<file path="config.mk">
export PLATFORM = sky130hd
export DESIGN_NAME = serial_adder_ctrl
export DESIGN_NICKNAME = d
export VERILOG_FILES = /design/src/rtl/serial_adder_ctrl_pkg.sv /design/src/rtl/serial_adder_ctrl_fa.sv /design/src/rtl/serial_adder_ctrl.sv
export SDC_FILE = /design/constraint.sdc
export NUM_CORES = 1
export LEC_CHECK = 0
export CORE_ASPECT_RATIO = 0.5
export CORE_MARGIN = 5
export CORE_UTILIZATION = 52
export CTS_BUF_LIST = sky130_fd_sc_hd__clkbuf_2
export DETAILED_ROUTE_END_ITERATION = 6
export GPL_TIMING_DRIVEN = 0
export PLACE_DENSITY_LB_ADDON = 0.2
export SYNTH_ARGS = -nofsm -noshare
export SYNTH_HDL_FRONTEND = slang
export SYNTH_HIERARCHICAL = 1
export SYNTH_SLANG_ARGS = --single-unit
export TNS_END_PERCENT = 1
</file>
<file path="constraint.sdc">
create_clock -name CLK -period 1.7 [get_ports CLK]
set_input_delay 0.34 -clock CLK [delete_from_list [all_inputs] [get_ports CLK]]
set_output_delay 0.34 -clock CLK [all_outputs]
set_load 0.02 [all_outputs]
</file>
<file path="src/rtl/serial_adder_ctrl_pkg.sv">
// Shared types for the bit-serial adder controller.
// Holds the FSM state encoding and the default operand width.
package serial_adder_ctrl_pkg;

  localparam int DEF_WIDTH = 8;

  typedef enum logic [1:0] {
    IDLE = 2'd0,
    RUN  = 2'd1,
    DONE = 2'd2
  } state_t;

endpackage

</file>
<file path="src/rtl/serial_adder_ctrl_fa.sv">
// One-bit full-adder cell used as the serial datapath.
// Ports: CIN, A, B in; S (sum), COUT (carry) out.
module serial_adder_ctrl_fa (
  input  logic CIN,
  input  logic A,
  input  logic B,
  output logic S,
  output logic COUT
);

  assign S    = A ^ B ^ CIN;
  assign COUT = (A & B) | (CIN & (A ^ B));

endmodule

</file>
<file path="src/rtl/serial_adder_ctrl.sv">
// Bit-serial adder: one full-adder cell, LSB first, one bit/clock.
// In: CLK, RST, IN_VALID/A/B/CIN; OUT_READY. Out: IN_READY, OUT_VALID, S, COUT, OVF, BUSY.
module serial_adder_ctrl
  import serial_adder_ctrl_pkg::*;
#(
  parameter int WIDTH = DEF_WIDTH
) (
  input  logic             CLK,
  input  logic             RST,
  input  logic             IN_VALID,
  output logic             IN_READY,
  input  logic [WIDTH-1:0] A,
  input  logic [WIDTH-1:0] B,
  input  logic             CIN,
  output logic             OUT_VALID,
  input  logic             OUT_READY,
  output logic [WIDTH-1:0] S,
  output logic             COUT,
  output logic             OVF,
  output logic             BUSY
);

  localparam int CNT_W = $clog2(WIDTH);
  localparam logic [CNT_W-1:0] LAST = CNT_W'(WIDTH - 1);

  state_t           state;
  logic [WIDTH-1:0] a_sh;
  logic [WIDTH-1:0] b_sh;
  logic [WIDTH-1:0] s_sh;
  logic [WIDTH-1:0] s_next;
  logic [CNT_W-1:0] cnt;
  logic             carry;
  logic             fa_s;
  logic             fa_cout;

  serial_adder_ctrl_fa u_fa (
    .CIN  (carry),
    .A    (a_sh[0]),
    .B    (b_sh[0]),
    .S    (fa_s),
    .COUT (fa_cout)
  );

  // Sum bits enter at the MSB so the LSB lands at bit 0 after WIDTH shifts.
  assign s_next = {fa_s, s_sh[WIDTH-1:1]};

  assign IN_READY = (state == IDLE);
  assign BUSY     = (state != IDLE);

  always_ff @(posedge CLK) begin
    if (RST) begin
      state     <= IDLE;
      a_sh      <= '0;
      b_sh      <= '0;
      s_sh      <= '0;
      cnt       <= '0;
      carry     <= 1'b0;
      S         <= '0;
      COUT      <= 1'b0;
      OVF       <= 1'b0;
      OUT_VALID <= 1'b0;
    end else begin
      case (state)
        IDLE: begin
          if (IN_VALID) begin
            a_sh  <= A;
            b_sh  <= B;
            carry <= CIN;
            cnt   <= '0;
            state <= RUN;
          end
        end
        RUN: begin
          s_sh  <= s_next;
          carry <= fa_cout;
          a_sh  <= a_sh >> 1;
          b_sh  <= b_sh >> 1;
          cnt   <= cnt + 1'b1;
          if (cnt == LAST) begin
            S         <= s_next;
            COUT      <= fa_cout;
            // carry still holds the carry into the MSB here
            OVF       <= carry ^ fa_cout;
            OUT_VALID <= 1'b1;
            state     <= DONE;
          end
        end
        DONE: begin
          if (OUT_READY) begin
            OUT_VALID <= 1'b0;
            state     <= IDLE;
          end
        end
        default: state <= IDLE;
      endcase
    end
  end

endmodule

</file>
Word-level counts from Yosys, hierarchy flattened
Index checks and enable logic that the tools add are counted.
{ "totals": {"ff_bits": 41, "latchBits": 0, "ram_bits": 0, "romBits": 0, "input_bits": 21, "output_inout_bits": 13, "word_cells": 46, "memories": 0} }
{ "op_classes": {"addsub": 1, "mul": 0, "div": 0, "magnitude_cmp": 0, "eq_ne": 6, "shifts": 0, "n_mux": 15, "n_bitwise": 6, "n_reduce_logical": 8} }
{ "ops": {"columns": ["op", "count"], "rows": [
  ["$pmux W8 S2", 2],
  ["$mux W8", 2],
  ["$mux W2", 3],
  ["$ne A2 B2 Y1 const B", 3],
  ["$pmux W2 S3", 1],
  ["$pmux W3 S2", 1],
  ["$reduce_and A3 Y1", 2],
  ["$reduce_bool A2 Y1", 3],
  ["$pmux W1 S2", 2],
  ["$reduce_and A2 Y1", 2],
  ["$add A3 B1 Y3 const B", 1],
  ["$eq A3 B3 Y1 const B", 1],
  ["$mux W1", 3],
  ["$mux W3", 1],
  ["$xor A1 B1 Y1", 3],
  ["$and A1 B1 Y1", 2],
  ["$eq A2 B1 Y1 const B", 1],
  ["$eq A2 B2 Y1 const B", 1],
  ["$logic_not A2 Y1", 1],
  ["$or A1 B1 Y1", 1]
]} }

Depth between registers and ports, before layout
Gate-level depths: netlist (run 1).
{ "logic_depth": {"ltp_word": 4, "mapped_depth": 6, "depth_no_buf": 5} }

Modules after synthesis
The synthesis (run 1) kept the hierarchy.
{ "by_module_without_submodules": {"columns": ["mod", "n_inst", "cells_each", "area_per_inst_um2", "seq_area_each_um2"], "rows": [
  ["serial_adder_ctrl", 1, 180, 1646.6, 800.8],
  ["serial_adder_ctrl_fa", 1, 1, 20.0, 0.0]
]} }

Least setup slack after synthesis (run 1)
OpenSTA, ideal clock, no wires.
{ "synth_path": {"path_type": "reg-to-reg", "from": "reg cnt[0]", "to": "reg state[1]", "arrival_ns": 1.197, "setup_slack_ns": 0.375, "stages_incl_launch_ff": 7, "n_path_buf": 1, "synth_period_minus_slack_ns": 1.325, "cell_sequence": "dfxtp_1 -> ha_1 -> ha_1 -> and3b_1 -> buf_4 -> a21oi_1 -> nor2_1"} }
{ "synth_between": {"elab_chain_cells": 3} }
{ "synth_lines": {"columns": ["element", "line_no", "source"], "rows": [
  ["start, declared", "serial_adder_ctrl.sv:31", "logic [CNT_W-1:0] cnt;"],
  ["start signal, assigned", "serial_adder_ctrl.sv:78", "cnt <= cnt + 1'b1;"],
  ["$eq A3 B3 Y1", "serial_adder_ctrl.sv:79", "if (cnt == LAST) begin"],
  ["$ne A2 B2 Y1 (no source line)", null, null],
  ["$reduce_and A3 Y1 (no source line)", null, null],
  ["end signal, assigned", "serial_adder_ctrl.sv:85", "state <= DONE;"],
  ["end signal, assigned", "serial_adder_ctrl.sv:91", "state <= IDLE;"],
  ["end signal, assigned", "serial_adder_ctrl.sv:94", "default: state <= IDLE;"],
  ["end, declared", "serial_adder_ctrl.sv:26", "state_t state;"]
]} }
Every way passes these cells.
A chain may end at the register's enable or synchronous reset.

Worst setup path in the final report (run 1)
{ "layout_path": {"from": "reg state[1]", "to": "out BUSY"} }
{ "layout_between": {"elab_chain_cells": 1} }
{ "layout_lines": {"columns": ["element", "line_no", "source"], "rows": [
  ["start signal, assigned", "serial_adder_ctrl.sv:52", "state <= IDLE;"],
  ["start signal, assigned", "serial_adder_ctrl.sv:70", "state <= RUN;"],
  ["start signal, assigned", "serial_adder_ctrl.sv:85", null],
  ["$reduce_bool A2 Y1", "serial_adder_ctrl.sv:48", "assign BUSY = (state != IDLE);"],
  ["end, declared", "serial_adder_ctrl.sv:20", "output logic BUSY"]
]} }
Every way passes these cells.

==> results_dict.tcl, run 1 <==
set metrics [dict create \
    gp_congestion 0.761 \
    rsz0062_at_grt "no" \
    grt_overflow 0 \
    holdPathEnd "cnt[1]$_SDFFE_PP0P_" \
    slowest_stage "dfxtp_2" \
    cap_violations 0 \
    fillers 278 \
    synth_seq_cells 40 \
    syn_avg_cell_area_um2 9.21 \
    synth.area.top_cells "dfxtp_1 (48%), o221a_2 (10%), a21oi_1 (9.9%), nand2_1 (7.2%), buf_6 (4.1%)" \
    dieWidth_um 90.1 \
    fp-row-count 14 \
    synth-warning-count 6 \
    min_period_over_period_pct 92.6 \
    clk_latency_ps 410 \
    core_area_mm2 0.00303 \
    clock_skew_ps 12.2 \
    root_buffer "clkbuf_2" \
    nNetsFinal 244 \
    r2r_start "cnt[0]$_SDFFE_PP0P_" \
    p_leak_uw 0.000870 \
    hold_class "input port to flip-flop" \
    worst_ep_arrival_time_ps 1230 \
    powerDensity_mw_per_mm2 993 \
    holdPathStages 2 \
    status "finished clean" \
    postRouteAntennaNets 0 \
    finalSetupViolations 0 \
    r2r_slack_ps 250 \
    final.setup.tns_ps 0 \
    pwr-share-seq_pct 47.6 \
    syn_nets 205 \
    r2r_cells 6 \
    cts-buffers-inserted 5 \
    antenna_found_initial 0 \
    grt_pass1_wl_um 5790 \
    tightest_slew_ps 533 \
    fmax_ghz 0.635 \
    io_buffer_count 32 \
    htree_levels 2 \
    clockBufferDepth 2 \
    clock_power_share_pct 41.1 \
    yosysUniqueCellTypes 26 \
    netlist.area_leader.share_pct 48.0 \
    drc 0 \
    worstSetupEndpointType "output pin" \
    period_needed_ps 1570 \
    postRouteWirelength_um 3430 \
    swShare_pct 21.9 \
    cts_tree "yes" \
    syn_to_final_growth_pct 27.8 \
    first_pass_iters 4 \
    crit_path_max_fanout 10 \
    via_per_inst 5.15 \
    path_cells "buf_6 > nor2_8 > inv_1 > buf_2" \
    fin_util_pct 70.3 \
    switchingPower_uw 464 \
    dp_hpwl_um 2410 \
    start_kind "flip-flop" \
    final_max_slew_viol_count 0 \
    die_h_um 50.0 \
    r2r_end "state[1]$_SDFFE_PP0P_" \
    post_cts_buffers 0 \
    max_stage_delay_ps 360 \
    die_area_mm2 0.00451 \
    worst-path-buf-inv 3 \
    track_usage_pct 15.8 \
    drive_gt1_share_pct 18.1 \
    start_util_pct 55.0 \
    ios 34 \
    synth_top_area_cell "dfxtp_1" \
    combPwrFrac_pct 11.3 \
    grt_max_degree 14 \
    ir_drop_uv 647 \
    worstHoldStart "RST" \
    ys_seq_area_share_pct 48.0 \
    route.vias.total 1345 \
    relSlewSlack_pct 64.5 \
    antenna_cells 0 \
    clk_pin_slew_ps 220 \
    cts_sinks 40 \
    grt_pass1_vias 1287 \
    p_int_uw 1650 \
    critPathRequiredTime_ps 1360 \
    syn_inst 181 \
    cp_top_family "flip-flops" \
    wl_per_cell_um 13.1 \
    dr.first_iter.drc_count 56 \
    path_class "flip-flop to output pin" \
    hold_viol_final 0 \
    netlist_area_mm2 0.00167 \
]
-- cells in the mapped netlist, drive strengths merged --
cell type	instances
fa	1
dfxtp	40
clkbuf	4
inv	17
nand3b	1
nor3	1
a2bb2oi	1
nor2b	1
xnor2	1
a32oi	2
buf	8
o221a	15
a21oi	33
ha	2
nand2	33
and3b	1
a22oi	2
o21bai	1
mux2i	2
a211oi	1
nand2b	2
nor2	12
-- cell type report --
| type | instances | area [µm²] | area share [%] |
|---|---|---|---|
| Inverter | 17 | 63.8 | 3.00 |
| Sequential cell | 40 | 802 | 37.7 |
| Timing Repair Buffer | 32 | 297 | 13.9 |
| Clock buffer | 5 | 25.0 | 1.18 |
| Tap cell | 40 | 50.0 | 2.35 |
| Buffer | 12 | 97.6 | 4.58 |
| Clock inverter | 3 | 90.1 | 4.23 |
| Multi-Input combinational cell | 112 | 704 | 33.1 |
-- timing repair --
action / CTS / global route
hold buffers: 0 / 0
endpoints found under the setup margin: 13 / 2
resized for setup: 16 / 3
-- metrics by stage --
step	total power (µW)	area [µm²]	setup slack (ps)	cells	hold slack, ps
after CTS	2120	2140	6.92	261	282
after floorplan	1180	1670	375	181	432
after global routing	2200	2130	40.2	261	289
final	2110	2130	125	261	292
after detailed placement	1260	2040	10.0	253	447
after global placement	1260	2040	30.5	253	441
-- placed cells by master (no fill, tap or decap) --
| master | Yosys | final |
|---|---|---|
| a211oi_2 | 1 | 1 |
| a21oi_1 | 33 | 33 |
| a22oi_1 | 2 | 2 |
| a2bb2oi_1 | 1 | 1 |
| a32oi_1 | 2 | 2 |
| and3b_1 | 1 | 1 |
| buf_2 | 0 | 1 |
| buf_4 | 2 | 2 |
| buf_6 | 6 | 6 |
| bufinv_16 | 0 | 3 |
| clkbuf_1 | 4 | 4 |
| clkbuf_2 | 0 | 6 |
| clkdlybuf4s50_1 | 0 | 19 |
| dfxtp_1 | 40 | 39 |
| dfxtp_2 | 0 | 1 |
| dlygate4sd2_1 | 0 | 11 |
| fa_1 | 1 | 1 |
| ha_1 | 2 | 2 |
| inv_1 | 17 | 17 |
| mux2i_1 | 2 | 2 |
| nand2_1 | 32 | 32 |
| nand2_2 | 1 | 1 |
| nand2b_1 | 2 | 2 |
| nand3b_1 | 1 | 1 |
| nor2_1 | 9 | 9 |
| nor2_2 | 2 | 2 |
| nor2_8 | 1 | 1 |
| nor2b_2 | 1 | 1 |
| nor3_1 | 1 | 1 |
| o21bai_1 | 1 | 1 |
| o221a_2 | 15 | 15 |
| xnor2_1 | 1 | 1 |
-- worst register-to-register path: cells and delay by family (launching register included) --
| family | cells | cell delay, ps |
|---|---|---|
| DFF | 1 | 370 |
| and+or+nand+nor | 2 | 270 |
| buffers and inverters | 1 | 180 |
| AOI/OAI and AO/OA | 1 | 120 |
| adders and majority gates | 2 | 420 |
-- power groups by stage --
stage                     sequential (µW)  clock, µW  combinational (µW)
final                                1010        869                 238
after global routing                 1010        926                 259
after CTS                            1010        873                 239
after detailed placement             1030          0                 238
after global placement               1020          0                 233
after floorplan                      1020          0                 155
-- how the worst max path moves through the flow --
stage | startpoint | end | slack [ps] | depth (start not counted)
6_report | state[1]$_SDFFE_PP0P_ | BUSY | 130 | 4
5_1_grt | state[1]$_SDFFE_PP0P_ | BUSY | 40 | 4
4_1_cts | state[1]$_SDFFE_PP0P_ | IN_READY | 7 | 3
3_3_place_gp | IN_VALID | b_sh[5]$_SDFFE_PP0P_ | 30 | 5
2_1_floorplan | cnt[0]$_SDFFE_PP0P_ | state[1]$_SDFFE_PP0P_ | 380 | 6
3_5_place_dp | IN_VALID | a_sh[4]$_SDFFE_PP0P_ | 10 | 5
-- layer usage --
layer | vias to the layer above | wire length [µm] | global-route usage, %
met5 | - | 0 | 0
met4 | 0 | 12 | 5.20
met3 | 2 | 206 | 5.17
met2 | 33 | 1560 | 25.4
met1 | 613 | 1640 | 20.2
li1 | 697 | - | -
-- state kept, by name (all words and copies together), names as in the netlist --
signal     flops
OVF            1
state          2
cnt            3
b_sh           8
OUT_VALID      1
a_sh           8
carry          1
s_sh           7
COUT           1
S              8
-- cells by family (layout without fill, tap and decap cells) --
logic type,count (synthesis),in the layout,share of synthesized area [%]
xor+xnor,1,1,0.526
simple gates,51,51,14.1
fa+ha+maj,3,3,2.70
flops,40,40,48.0
compound gates,55,55,23.7
mux,2,2,1.20
buf+inv,29,69,9.68
(Power assumes the default switching activity.)
==> inputs of run 2 (changes only) <==
- CORE_ASPECT_RATIO: 0.5 -> 0.8
==> results_dict.tcl, run 2 (synthesis results as in run 1) <==
set metrics [dict create \
    tightest_slew_ps 491 \
    final_common_cell "dfxtp_1" \
    grt_overflow 0 \
    worst_ep_arrival_time_ps 1220 \
    wl_per_cell_um 13.2 \
    first_pass_iters 4 \
    fp-row-count 18 \
    design_area_mm2 0.00208 \
    relSlewSlack_pct 67.3 \
    via_per_inst 5.32 \
    drc 0 \
    start_kind "flip-flop" \
    start_util_pct 54.0 \
    crit_path_max_fanout 10 \
    gp_congestion 0.785 \
    max_stage_delay_ps 360 \
    worst-path-buf-inv 3 \
    status "finished clean" \
    grt_pass1_wl_um 5910 \
    hold_class "input port to flip-flop" \
    met1_length_um 1610 \
    finalSetupViolations 0 \
    postRouteAntennaNets 0 \
    dieWidth_um 73.3 \
    combPwrFrac_pct 12.9 \
    drive_gt1_share_pct 17.6 \
    io_buffer_count 32 \
    core_area_mm2 0.00309 \
    grt_max_degree 14 \
    slowest_stage "dfxtp_2" \
    clk_pin_slew_ps 210 \
    hold_viol_final 0 \
    ir_drop_uv 632 \
    path_cells "buf_6 > nor2_8 > inv_1 > buf_2" \
    antenna_cells 0 \
    clock_skew_ps 18.8 \
    p_int_uw 1350 \
    cap_violations 0 \
    dr.first_iter.drc_count 69 \
    critPathRequiredTime_ps 1360 \
    period_needed_ps 1560 \
    switchingPower_uw 460 \
    seqCellArea_um2 802 \
    p_leak_uw 0.000847 \
    fillers 241 \
    die_h_um 60.6 \
    root_buffer "clkbuf_2" \
    fin_ws_ps 143 \
    htree_levels 2 \
    swShare_pct 25.3 \
    mostFrequentLayoutCells "dfxtp_1 (39), a21oi_1 (33), nand2_1 (32)" \
    dp_hpwl_um 2570 \
    dr_wl_met2_um 1530 \
    rsz0062_at_grt "no" \
    pwr-share-seq_pct 55.6 \
    syn_to_final_growth_pct 24.9 \
    path_class "flip-flop to output pin" \
    grt_pass1_vias 1291 \
    clock_power_share_pct 31.4 \
    ios 34 \
    cts-buffers-inserted 5 \
    multi_input_area_um2 704 \
    top_layer_used "met4" \
    holdWs_ps 292 \
    placed_cell_area_mm2 0.00204 \
    cp_top_family "flip-flops" \
    worstSetupEndpointType "output pin" \
    pre_cts_slack_ps 21.3 \
    min_period_over_period_pct 91.6 \
    clk_latency_ps 410 \
    nNetsFinal 244 \
    clockBufferDepth 2 \
    final.setup.tns_ps 0 \
    post_cts_buffers 0 \
    antenna_found_initial 0 \
    final_max_slew_viol_count 0 \
    cts_sinks 40 \
    cts_tree "yes" \
    postRouteWirelength_um 3460 \
    powerDensity_mw_per_mm2 871 \
    track_usage_pct 17.8 \
    wl_met3_um 232 \
    fmax_ghz 0.642 \
    route.vias.total 1388 \
    die_area_mm2 0.00444 \
    reg.largest.list "S x8, a_sh x8, b_sh x8" \
]
==> run 2: timing repair <==
| action | CTS | global route |
|---|---|---|
| resized for setup | 17 | 3 |
| setup endpoints to repair | 13 | 2 |
| hold buffers | 0 | 0 |
==> run 2: layout make-up <==
type | instances | share of cell area (%)
timing repair buffer | 32 | 14.2
inverter | 17 | 3.06
sequential | 40 | 38.5
tap | 40 | 2.40
clock buffer | 5 | 1.20
multi-input combinational | 112 | 33.8
clock inverter | 3 | 2.04
buffer | 12 | 4.69
==> run 2: through the flow <==
step	util [%]	total power, µW	cells
finish	67.5	1810	261
global route	67.5	1900	261
CTS	67.8	1830	261
detailed placement	66.0	1270	253
global placement	66.0	1250	253
floorplan	-	1180	181
==> run 2: power by group through the flow <==
stage | sequential (µW) | combinational, µW | clock [µW]
2_1_floorplan | 1020 | 155 | 0
3_3_place_gp | 1020 | 229 | 0
3_5_place_dp | 1030 | 238 | 0
4_1_cts | 1010 | 239 | 584
5_1_grt | 1020 | 261 | 626
6_report | 1010 | 235 | 570
==> run 2: path summary, 6_finish.rpt <==
| check | to | depth (start not counted) | slack [ps] | startpoint |
|---|---|---|---|---|
| max | BUSY | 4 | 140 | state[1]$_SDFFE_PP0P_ |
| max reg2reg | state[1]$_SDFFE_PP0P_ | 6 | 240 | cnt[0]$_SDFFE_PP0P_ |
| min | S[4]$_SDFFE_PP0P_ | 2 | 290 | RST |
| min reg2reg | S[2]$_SDFFE_PP0P_ | 2 | 470 | S[2]$_SDFFE_PP0P_ |
==> run 2: per-layer routing <==
metal,vias up,global-route usage [%]
met1,642,22.7
met3,10,7.28
met4,0,7.75
met5,-,0
met2,36,26.6
li1,700,-
==> run 2: worst reg2reg max path: stages, from the launching register on <==
cell     delay, ps
dfxtp_1        370
ha_1           200
ha_1           230
and3b_1        220
buf_4          180
a21oi_1        120
nor2_1          50
